===== src/rtl/mmio_uart_tx.sv =====
// mmio_uart_tx: memory-mapped 8N1 UART transmitter with store FIFO and pollable STATUS register.
module mmio_uart_tx #(
  parameter int          CLKS_PER_BIT = 16,
  parameter int          FIFO_DEPTH   = 4,
  parameter logic [31:0] BASE_ADDR    = 32'hFFFF_0000
) (
  input  logic        CLK,
  input  logic        RST_N,
  input  logic [31:0] Addr,
  input  logic [31:0] WriteData,
  input  logic        MemWrite,
  input  logic        MemRead,
  output logic [31:0] ReadData,
  output logic        Sel,
  output logic        TX,
  output logic        Busy
);
  localparam int AW = $clog2(FIFO_DEPTH);
  localparam int CW = $clog2(CLKS_PER_BIT);
  typedef enum logic [1:0] {IDLE, START, DATA, STOP} state_t;
  logic [7:0]    r_mem [FIFO_DEPTH];
  logic [AW-1:0] r_wr, r_rd;
  logic [AW:0]   r_count;
  logic          r_ovf;
  state_t        r_state;
  logic [CW-1:0] r_cnt;
  logic [2:0]    r_idx;
  logic [7:0]    r_shift;
  logic          r_tx;
  logic          w_data_hit, w_stat_hit, w_full, w_empty, w_wr, w_push, w_last, w_pop;
  logic [3:0]    w_cnt_sat;
  logic [31:0]   w_status;
  always_comb begin
    w_data_hit = Addr == BASE_ADDR;
    w_stat_hit = Addr == BASE_ADDR + 32'd4;
    w_full     = r_count == (AW+1)'(FIFO_DEPTH);
    w_empty    = r_count == '0;
    w_wr       = MemWrite && w_data_hit;
    w_push     = w_wr && !w_full;
    w_last     = r_cnt == CW'(CLKS_PER_BIT - 1);
    w_pop      = !w_empty && (r_state == IDLE || (r_state == STOP && w_last));
    w_cnt_sat  = (32'(r_count) > 32'd15) ? 4'd15 : 4'(r_count);
    w_status   = {24'd0, w_cnt_sat, r_ovf, Busy, w_empty, w_full};
    Sel        = w_data_hit || w_stat_hit;
    ReadData   = (MemRead && w_stat_hit) ? w_status : '0;
    Busy       = r_state != IDLE;
    TX         = r_tx;
  end
  // Storage is not reset: pointers and count define validity, so stale bytes are unreachable.
  always_ff @(posedge CLK) begin
    if (w_push) r_mem[r_wr] <= WriteData[7:0];
  end
  always_ff @(posedge CLK or negedge RST_N) begin
    if (!RST_N) begin
      r_wr    <= '0;
      r_rd    <= '0;
      r_count <= '0;
      r_ovf   <= 1'b0;
    end else begin
      r_wr    <= r_wr + AW'(w_push);
      r_rd    <= r_rd + AW'(w_pop);
      r_count <= r_count + (AW+1)'(w_push) - (AW+1)'(w_pop);
      r_ovf   <= (w_wr && w_full) ? 1'b1 : (MemWrite && w_stat_hit && WriteData[3]) ? 1'b0 : r_ovf;
    end
  end
  always_ff @(posedge CLK or negedge RST_N) begin
    if (!RST_N) begin
      r_state <= IDLE;
      r_cnt   <= '0;
      r_idx   <= '0;
      r_shift <= '0;
      r_tx    <= 1'b1;
    end else begin
      case (r_state)
        IDLE: begin
          r_tx <= 1'b1;
          if (w_pop) begin
            r_shift <= r_mem[r_rd];
            r_cnt   <= '0;
            r_idx   <= '0;
            r_state <= START;
            r_tx    <= 1'b0;
          end
        end
        START: begin
          r_cnt <= w_last ? '0 : r_cnt + CW'(1);
          if (w_last) begin
            r_idx   <= '0;
            r_state <= DATA;
            r_tx    <= r_shift[0];
          end
        end
        DATA: begin
          r_cnt <= w_last ? '0 : r_cnt + CW'(1);
          if (w_last) begin
            r_shift <= r_shift >> 1;
            r_idx   <= r_idx + 3'd1;
            r_state <= (r_idx == 3'd7) ? STOP : DATA;
            r_tx    <= (r_idx == 3'd7) ? 1'b1 : r_shift[1];
          end
        end
        default: begin
          r_cnt <= w_last ? '0 : r_cnt + CW'(1);
          if (w_last) begin
            // Back-to-back frames: a queued byte starts right after the stop bit.
            if (w_pop) r_shift <= r_mem[r_rd];
            r_idx   <= '0;
            r_state <= w_pop ? START : IDLE;
            r_tx    <= !w_pop;
          end
        end
      endcase
    end
  end
endmodule

===== config.mk =====
export PLATFORM = sky130hd
export DESIGN_NAME = mmio_uart_tx
export DESIGN_NICKNAME = d
export VERILOG_FILES = /design/src/rtl/mmio_uart_tx.sv
export SDC_FILE = /design/constraint.sdc
export NUM_CORES = 1
export LEC_CHECK = 0
export ABC_AREA = 0
export CORE_MARGIN = 2
export CORE_UTILIZATION = 45
export CTS_CLUSTER_DIAMETER = 200
export CTS_CLUSTER_SIZE = 30
export DETAILED_ROUTE_END_ITERATION = 8
export HOLD_SLACK_MARGIN = 0.12
export PLACE_DENSITY = 0.92
export SKIP_LAST_GASP = 1
export SYNTH_ARGS = -nofsm -noshare
export SYNTH_HDL_FRONTEND = slang
export SYNTH_SLANG_ARGS = --single-unit

===== constraint.sdc =====
create_clock -name CLK -period 3 [get_ports CLK]
set_input_delay 0.3 -clock CLK [delete_from_list [all_inputs] [get_ports CLK]]
set_output_delay 0.3 -clock CLK [all_outputs]
set_load 0.02 [all_outputs]

# Word level (Yosys, flattened, before mapping)
# Memories as Yosys holds them, arrays and structs flattened.
# Cells that the tools add are included.
dict set report op_classes {
  n_addsub 6
  bitwise 1
  n_reduce_logical 22
  eq_ne 11
  muxes 29
}
# cell count
set op_table {}
lappend op_table {{== test 32 bit, second input constant} 2}
lappend op_table {{2-to-1 mux 8 bit} 3}
lappend op_table {{one-hot mux 8 bit (3 select lines)} 1}
lappend op_table {{2-to-1 mux 4 bit} 3}
lappend op_table {{2-to-1 mux 1 bit} 11}
lappend op_table {{2-to-1 mux 3 bit} 3}
lappend op_table {{AND reduction 3 bit} 3}
lappend op_table {{logical AND 1 bit} 8}
lappend op_table {{2-to-1 mux 2 bit} 4}
lappend op_table {{2-to-1 mux 7 bit} 1}
lappend op_table {{== test 3 bit, second input constant} 2}
lappend op_table {{!= test 2 bit, second input constant} 3}
lappend op_table {{one-hot mux 2 bit (3 select lines)} 1}
lappend op_table {{one-hot mux 3 bit (2 select lines)} 1}
lappend op_table {{nonzero test 2 bit} 3}
lappend op_table {{adder 2 x 1 -> 2 bit} 2}
lappend op_table {{adder 4 x 1 -> 4 bit, second input constant} 1}
lappend op_table {{== test 2 bit, second input constant} 2}
lappend op_table {{== test 4 bit, second input constant} 1}
lappend op_table {{AND reduction 4 bit} 1}
lappend op_table {{adder 3 x 1 -> 3 bit} 1}
lappend op_table {{adder 3 x 1 -> 3 bit, second input constant} 1}
lappend op_table {{zero test 1 bit} 3}
lappend op_table {{zero test 3 bit} 1}
lappend op_table {{6 further kinds} 7}
dict set report word_totals {
  register_bits 26
  in_bits 68
  elab_cells 79
  ramBits 32
  output_inout_bits 35
  memories 1
}
# memory words word_bits rd rd_clocked_by_memory_dff write_ports line
set mem_list {}
lappend mem_list {r_mem 4 8 1 0 1 21} ;# logic [7:0] r_mem [FIFO_DEPTH];

# Depth between registers and ports, before layout
# Gate-level depths: netlist of the first run.
dict set report depth {
  depth_word 7
  ltp_mapped 11
  ltp_nobuf 10
}

# Worst setup path after synthesis of the first run
# No wires, ideal clock.
dict set report synth_path {
  path_type {register to register}
  startpoint {register r_cnt[0]}
  endpoint {register r_count[2]}
  n_path_buf 1
  setup_time_ns 0.123
  t_required_ns 2.877
  setup_slack_ns 0.561
  path_stages_with_launch 12
  t_arrival_ns 2.316
  period_less_slack_ns 2.439
  path_cell_list {dfrtp_1 > ha_1 > and3_1 > clkbuf_1 > a21oi_1 > nor2_1 > ha_1 > inv_1 > ha_1 > fa_1 > xnor2_1 > xnor2_1}
}
dict set report synth_via {
  elab_chain_len 5
}
# item line
set synth_lines {}
lappend synth_lines {{from (decl)} 26} ;# logic [CW-1:0] r_cnt;
lappend synth_lines {{from (signal assigned)} 86} ;# r_cnt <= w_last ? '0 : r_cnt + CW'(1);
lappend synth_lines {{from (signal assigned)} 94} ;# r_cnt <= w_last ? '0 : r_cnt + CW'(1);
lappend synth_lines {{from (signal assigned)} 103} ;# r_cnt <= w_last ? '0 : r_cnt + CW'(1);
lappend synth_lines {{== test 4 bit} 40} ;# w_last = r_cnt == CW'(CLKS_PER_BIT - 1);
lappend synth_lines {{logical AND 1 bit} 41} ;# w_pop = !w_empty && (r_state == IDLE || (r_state == STOP && w_last));
lappend synth_lines {{logical OR 1 bit} 41}
lappend synth_lines {{logical AND 1 bit} 41}
lappend synth_lines {{subtractor 3 x 1 -> 3 bit} 62} ;# r_count <= r_count + (AW+1)'(w_push) - (AW+1)'(w_pop);
lappend synth_lines {{to (signal assigned)} 62}
lappend synth_lines {{to (decl)} 23} ;# logic [AW:0] r_count;
# No other way between the ends.
# A chain may end at the register's enable or synchronous reset.

# Final worst setup path of the first run
dict set report layout_path {
  startpoint {input port Addr[1]}
  endpoint {output port ReadData[1]}
}
dict set report layout_via {
  elab_chain_len 3
}
# item line
set layout_lines {}
lappend layout_lines {{from (decl)} 9} ;# input logic [31:0] Addr,
lappend layout_lines {{== test 32 bit} 35} ;# w_stat_hit = Addr == BASE_ADDR + 32'd4;
lappend layout_lines {{logical AND 1 bit} 45} ;# ReadData = (MemRead && w_stat_hit) ? w_status : '0;
lappend layout_lines {{2-to-1 mux 7 bit} 45}
lappend layout_lines {{to (decl)} 13} ;# output logic [31:0] ReadData,
# No other way between the ends.

==> results of run 1 <==
-- metal layers --
metal  routed length [um]  share of wire [%]  track usage [%]
met4                  109                2.0             6.78
met1                 2120                 39             17.9
met5                    0                  0                0
met2                 2820                 52             27.8
met3                  332                6.2             4.38
-- through the flow --
step                      hold WS (ns)  util (%)  setup WS, ns
after floorplan                0.00441         -         0.561
after global placement           0.484      55.4         0.258
after detailed placement         0.497      55.4         0.213
after CTS                        0.360      58.7         0.277
after global routing             0.378      58.7         0.101
final                            0.351      58.7         0.296
-- layout make-up --
class | count | area (um^2) | area share [%]
tap | 77 | 96.3 | 2.58
timing repair buffer | 62 | 598 | 16.0
multi-input combinational | 150 | 1160 | 31.2
sequential | 58 | 1610 | 43.3
clock buffer | 10 | 128 | 3.42
clock inverter | 6 | 81.3 | 2.18
inverter | 13 | 48.8 | 1.31
-- state kept, by name, summed over array words and instances (netlist names) --
signal / count
r_state: 2
TX: 1
r_rd: 2
r_wr: 2
r_ovf: 1
r_mem: 32
r_idx: 3
r_cnt: 4
r_shift: 8
r_count: 3
-- critical path, cell delays in order --
cell             delay [ns]
clkdlybuf4s50_1        0.41
nor4_1                 0.32
and4_1                 0.30
nand4_1                0.19
buf_4                  0.20
nor2_1                 0.08
clkdlybuf4s50_1        0.61
-- cell usage after synthesis (7+ instances only) --
cell type and n:
dfrtp_1 25, ha_1 11, edfxtp_1 32, nand3_1 9, mux4_2 8, buf_4 27, o21ai_0 7, mux2_2 17
a21oi_1 9, nor2_1 10, inv_1 12, nand2_1 8
-- worst paths after layout --
check | from | end | slack, ns | cells after the start
max reg2reg | r_cnt[0] | r_count[2] | 0.50 | 10
min in group CLK | TX | TX | 0.51 | 2
min reg2reg | TX | TX | 0.51 | 2
max in group asynchronous | RST_N | TX | 2.35 | 2
max | Addr[1] | ReadData[1] | 0.30 | 7
min | RST_N | r_idx[2] | 0.35 | 2
-- cells by family (layout without fill, tap and decap cells) --
family	after synthesis	after routing	synth area share, %
AND/OR/NAND/NOR	55	55	9.90
adder cells (fa/ha/maj)	12	12	5.33
multiplexers	25	25	12.6
buffers and inverters	45	91	9.18
other	1	25	0.127
AO/OA/AOI/OAI	28	28	6.86
XOR/XNOR	5	5	1.48
flip-flops	58	58	54.5
-- power breakdown --
part | internal [mW] | leakage [nW] | total, mW | switching (mW)
combinational | 0.0514 | 0.760 | 0.0999 | 0.0485
clock | 0.461 | 0.104 | 0.755 | 0.293
sequential | 0.842 | 0.613 | 0.842 | 0.0000000143
==> reports/results.tsv, run 1 <==
stage	metric	value	unit
power	design_power_total	1.70	mW
floorplanning	die_h	85.1	um
sta	slew_viol_final	0	
floorplanning	die_w	85.1	um
detailed_routing	remaining_drc_errors	0	
synthesis	ys_types	42	
synthesis	synthFlopType	edfxtp_1	
power	power_per_cell_area	455	mW/mm^2
detailed_routing	finalWirelength	5.38	mm
grt	grt_pass1_wl	8.92	mm
setup_path	end_kind	output pin	
clocking	cts_root_buf	clkbuf_8	
synthesis	ys_seq_elements	58	
synthesis	yosys.area.top_type	edfxtp_1	
detailed_routing	drt-wirelength-per-cell	14.3	um
sta	period_minus_slack	2.70	ns
clocking	clk_path_buf_depth	2	
sta	final.setup.tns	0	ns
sta	fmax	370	MHz
sta	rsz0062_at_grt	no	
final_layout	fillers	483	
clocking	clk_latency	0.33	ns
detailed_routing	ant_nets	0	
setup_path	crit_required	2.70	ns
placement	postPlaceCellArea	0.00352	mm^2
clocking	h-tree-depth	3	
clocking	cts_buffers	9	
placement	port_buffers	53	
grt	grt_pass1_vias	2092	
run_status	outcome	complete, no violations	
sta	worst_pin_slew	0.737	ns
synthesis	synthTopCellsByArea	edfxtp_1 (33%), dfrtp_1 (21%), buf_4 (6.9%), mux2_2 (6.5%), mux4_2 (6.1%)	
final_layout	drive_gt1_share	17.1	%
synthesis	ys_seq_area_share	54.5	%
floorplanning	core	0.00635	mm^2
setup_path	path_max_fanout	4	
clocking	hold_buffers	0	
floorplanning	die_area	0.00723	mm^2
synthesis	synth_area	0.00296	mm^2
grt	grt_max_degree	27	
hold_path	hold_path_class	input port to async pin	
sta	hold_viol_final	0	
final_layout	n_antenna_cell	0	
setup_path	critPathLaunchType	input port	
setup_path	path_class	input port to output pin	
detailed_routing	dr.first_iter.drc_count	108	
clocking	cts_tree	yes	
clocking	clock-sinks	58	
detailed_routing	vias	1980	
final_layout	final_cell_area	0.00373	mm^2
final_layout	final_cell_mix	clkdlybuf4s50_1 (53), edfxtp_1 (32), conb_1 (25), dfrtp_1 (25), mux2_2 (17)	
detailed_routing	vias_per_cell	5.27	
clocking	path_clk_slew	0.07	ns
placement	dpl.hpwl	4.00	mm
sta	period_share	90.1	%
final_layout	fin_cells	376	
job	cap_violations	0	
synthesis	synth_edf_count	32	
grt	antenna_found_initial	0	
power	ir_worst_vdd	367	uV
floorplanning	initial_core_util	46.6	%
clocking	cts_resized	0	
final_layout	layout.cells.most_common	clkdlybuf4s50_1	
placement	dp.cells	360	
sta	slew_headroom	50.9	%
final_layout	area_growth	26.1	%
synthesis	synth_top_area_share	32.5	%
placement	gp_congestion	0.751	
synthesis	ys_warn_count	0	
final_layout	fin_nets	374	
floorplanning	io_pins	103	
grt	grt_usage	15.8	%
setup_path	cp_data_arrival_time	2.40	ns
detailed_routing	first_pass_iters	4	
grt	gr-total-overflow	0	
synthesis	syn_area_per_cell	12.9	um^2
clocking	postCtsSetupBuffers	0	
synthesis	postSynthCellCount	229	
sta	fin_skew	0.00638	ns
power	cellLeakagePower	1.48	nW
sta	setup_viol	0	
floorplanning	std_cell_rows	29	
synthesis	synthArstFlopShare	44.8	%
(Power assumes the default switching activity.)
==> run 2: changes to the inputs <==
--- a/config.mk
+++ b/config.mk
@@ -6,7 +6,6 @@
 export NUM_CORES = 1
 export LEC_CHECK = 0
 export ABC_AREA = 0
-export CORE_MARGIN = 2
 export CORE_UTILIZATION = 45
 export CTS_CLUSTER_DIAMETER = 200
 export CTS_CLUSTER_SIZE = 30
==> reports/results.tsv, run 2 (same netlist as run 1, synthesis figures left out) <==
stage	metric	value	unit
final_layout	fin_nets	378	
setup_path	end_kind	output pin	
setup_path	cpMostUsedCell	clkdlybuf4s50_1	
sta	hold_viol_final	0	
setup_path	crit_slowest_cell	clkdlybuf4s50_1	
grt	grt_pass1_wl	9.55	mm
sta	final.setup.tns	0	ns
final_layout	area_growth	26.1	%
setup_path	crit_family	buffers and inverters	
clocking	clock-sinks	58	
floorplanning	initial_core_util	46.6	%
detailed_routing	dr.first_iter.drc_count	157	
setup_path	reg2reg_slack	0.42	ns
setup_path	path_class	input port to output pin	
sta	postLayoutSetupSlackWorst	0.320	ns
grt	antenna_found_initial	0	
setup_path	critPathBufInv	3	
placement	gp_congestion	0.718	
setup_path	crit_path_cell_trace	clkdlybuf4s50_1 -> nor4_1 -> and4_1 -> nand4_1 -> buf_4 -> nor2_1 -> clkdlybuf4s50_1	
power	power_per_cell_area	430	mW/mm^2
sta	hold-worst-slack	0.346	ns
floorplanning	die_area	0.00690	mm^2
hold_path	hold_path_class	input port to async pin	
sta	setup_viol	0	
grt	globalRouteMet1Util	18.1	%
floorplanning	io_pins	103	
setup_path	max_stage_delay	0.60	ns
sta	fin_skew	0.00735	ns
clocking	cts_tree	yes	
final_layout	fillers	460	
sta	period_minus_slack	2.68	ns
setup_path	reg2reg_to	r_count[2]	
detailed_routing	vias	2075	
final_layout	largest_register_ffs	32	
detailed_routing	vias_per_cell	5.46	
final_layout	regMostFlops	r_mem	
clocking	postCtsSetupBuffers	0	
clocking	cts_resized	0	
setup_path	cp_data_arrival_time	2.38	ns
grt	top_usage_layer	met2	
sta	slew_viol_final	0	
clocking	h-tree-depth	3	
detailed_routing	first_pass_iters	6	
sta	rsz0062_at_grt	no	
power	ir_worst_vdd	317	uV
final_layout	multi_input_area	0.00116	mm^2
clocking	cts_buffers	9	
final_layout	drive_gt1_share	17.5	%
job	cap_violations	0	
grt	grt_max_degree	27	
floorplanning	die_h	83.1	um
grt	grt_util_met3	5.77	%
setup_path	critPathLaunchType	input port	
clocking	clk_latency	0.33	ns
sta	period_share	89.3	%
placement	dp.cells	364	
final_layout	n_antenna_cell	0	
setup_path	path_max_fanout	4	
setup_path	crit_required	2.70	ns
clocking	hold_buffers	0	
detailed_routing	ant_nets	0	
grt	gr-total-overflow	0	
grt	grt_pass1_vias	2170	
sta	worst_pin_slew	0.761	ns
sta	slew_headroom	49.3	%
grt	grt_use_met2	33.4	%
floorplanning	core	0.00635	mm^2
detailed_routing	drt-wirelength-per-cell	15.0	um
final_layout	reg_top3	r_mem (32), r_shift (8), r_cnt (4)	
sta	fmax	373	MHz
placement	port_buffers	53	
clocking	path_clk_slew	0.06	ns
power	cellLeakagePower	1.49	nW
setup_path	r2r_start	r_cnt[0]	
final_layout	final_cell_mix	clkdlybuf4s50_1 (53), edfxtp_1 (32), conb_1 (25), dfrtp_1 (25), mux2_2 (17)	
floorplanning	std_cell_rows	29	
final_layout	regArea	0.00161	mm^2
grt	grt_usage	17.8	%
detailed_routing	remaining_drc_errors	0	
final_layout	fin_cells	380	
floorplanning	die_w	83.1	um
detailed_routing	finalWirelength	5.69	mm
clocking	clk_path_buf_depth	2	
clocking	cts_root_buf	clkbuf_8	
run_status	outcome	complete, no violations	
placement	dpl.hpwl	4.29	mm
final_layout	layout.cells.most_common	clkdlybuf4s50_1	
setup_path	reg2reg_depth	10	
placement	place_worst_setup_slack	0.246	ns
-- run 2: layout make-up --
class	count	share of cell area [%]
sequential	58	43.3
multi-input combinational	150	31.2
timing repair buffer	66	16.9
clock buffer	13	3.73
tap	77	2.58
inverter	13	1.31
clock inverter	3	1.07
-- run 2: how the worst max path moves through the flow --
stage / from / end / slack, ns / cells after the start
6_report: Addr[5] / ReadData[1] / 0.32 / 7
5_1_grt: Addr[5] / ReadData[1] / 0.10 / 7
4_1_cts: Addr[5] / ReadData[1] / 0.28 / 7
3_5_place_dp: Addr[5] / r_count[2] / 0.25 / 10
3_3_place_gp: Addr[22] / r_count[2] / 0.30 / 11
2_1_floorplan: r_cnt[0] / r_count[2] / 0.56 / 11
-- run 2: worst reg2reg max path: cells and delay by family (launching register included) --
kind                     cells  cell delay [ns]
adder cells (fa/ha/maj)      4             1.13
flip-flops                   1             0.43
AND/OR/NAND/NOR              2             0.37
XOR/XNOR                     2             0.33
AO/OA/AOI/OAI                1             0.21
buffers and inverters        1             0.04
-- run 2: per-stage QoR --
stage | area (um^2) | power (mW) | utilization (%)
final | 3730 | 1.60 | 58.7
after CTS | 3730 | 1.61 | 58.7
after global routing | 3730 | 1.64 | 58.7
after global placement | 3550 | 0.956 | 55.9
after detailed placement | 3550 | 0.959 | 55.9
after floorplan | 3050 | 0.913 | -
-- run 2: where the power goes --
part | leakage [nW] | switching, mW | internal (mW)
Clock | 0.0914 | 0.278 | 0.382
Combinational | 0.782 | 0.0485 | 0.0515
Sequential | 0.613 | 0.0000000123 | 0.843
Total | 1.49 | 0.327 | 1.28
-- run 2: per-layer routing --
layer | wire (um) | vias up | share of wire, %
met5 | 0 | - | 0
met4 | 104 | 0 | 1.8
met3 | 436 | 16 | 7.7
met2 | 3140 | 120 | 55
met1 | 2010 | 1002 | 35
li1 | - | 937 | -
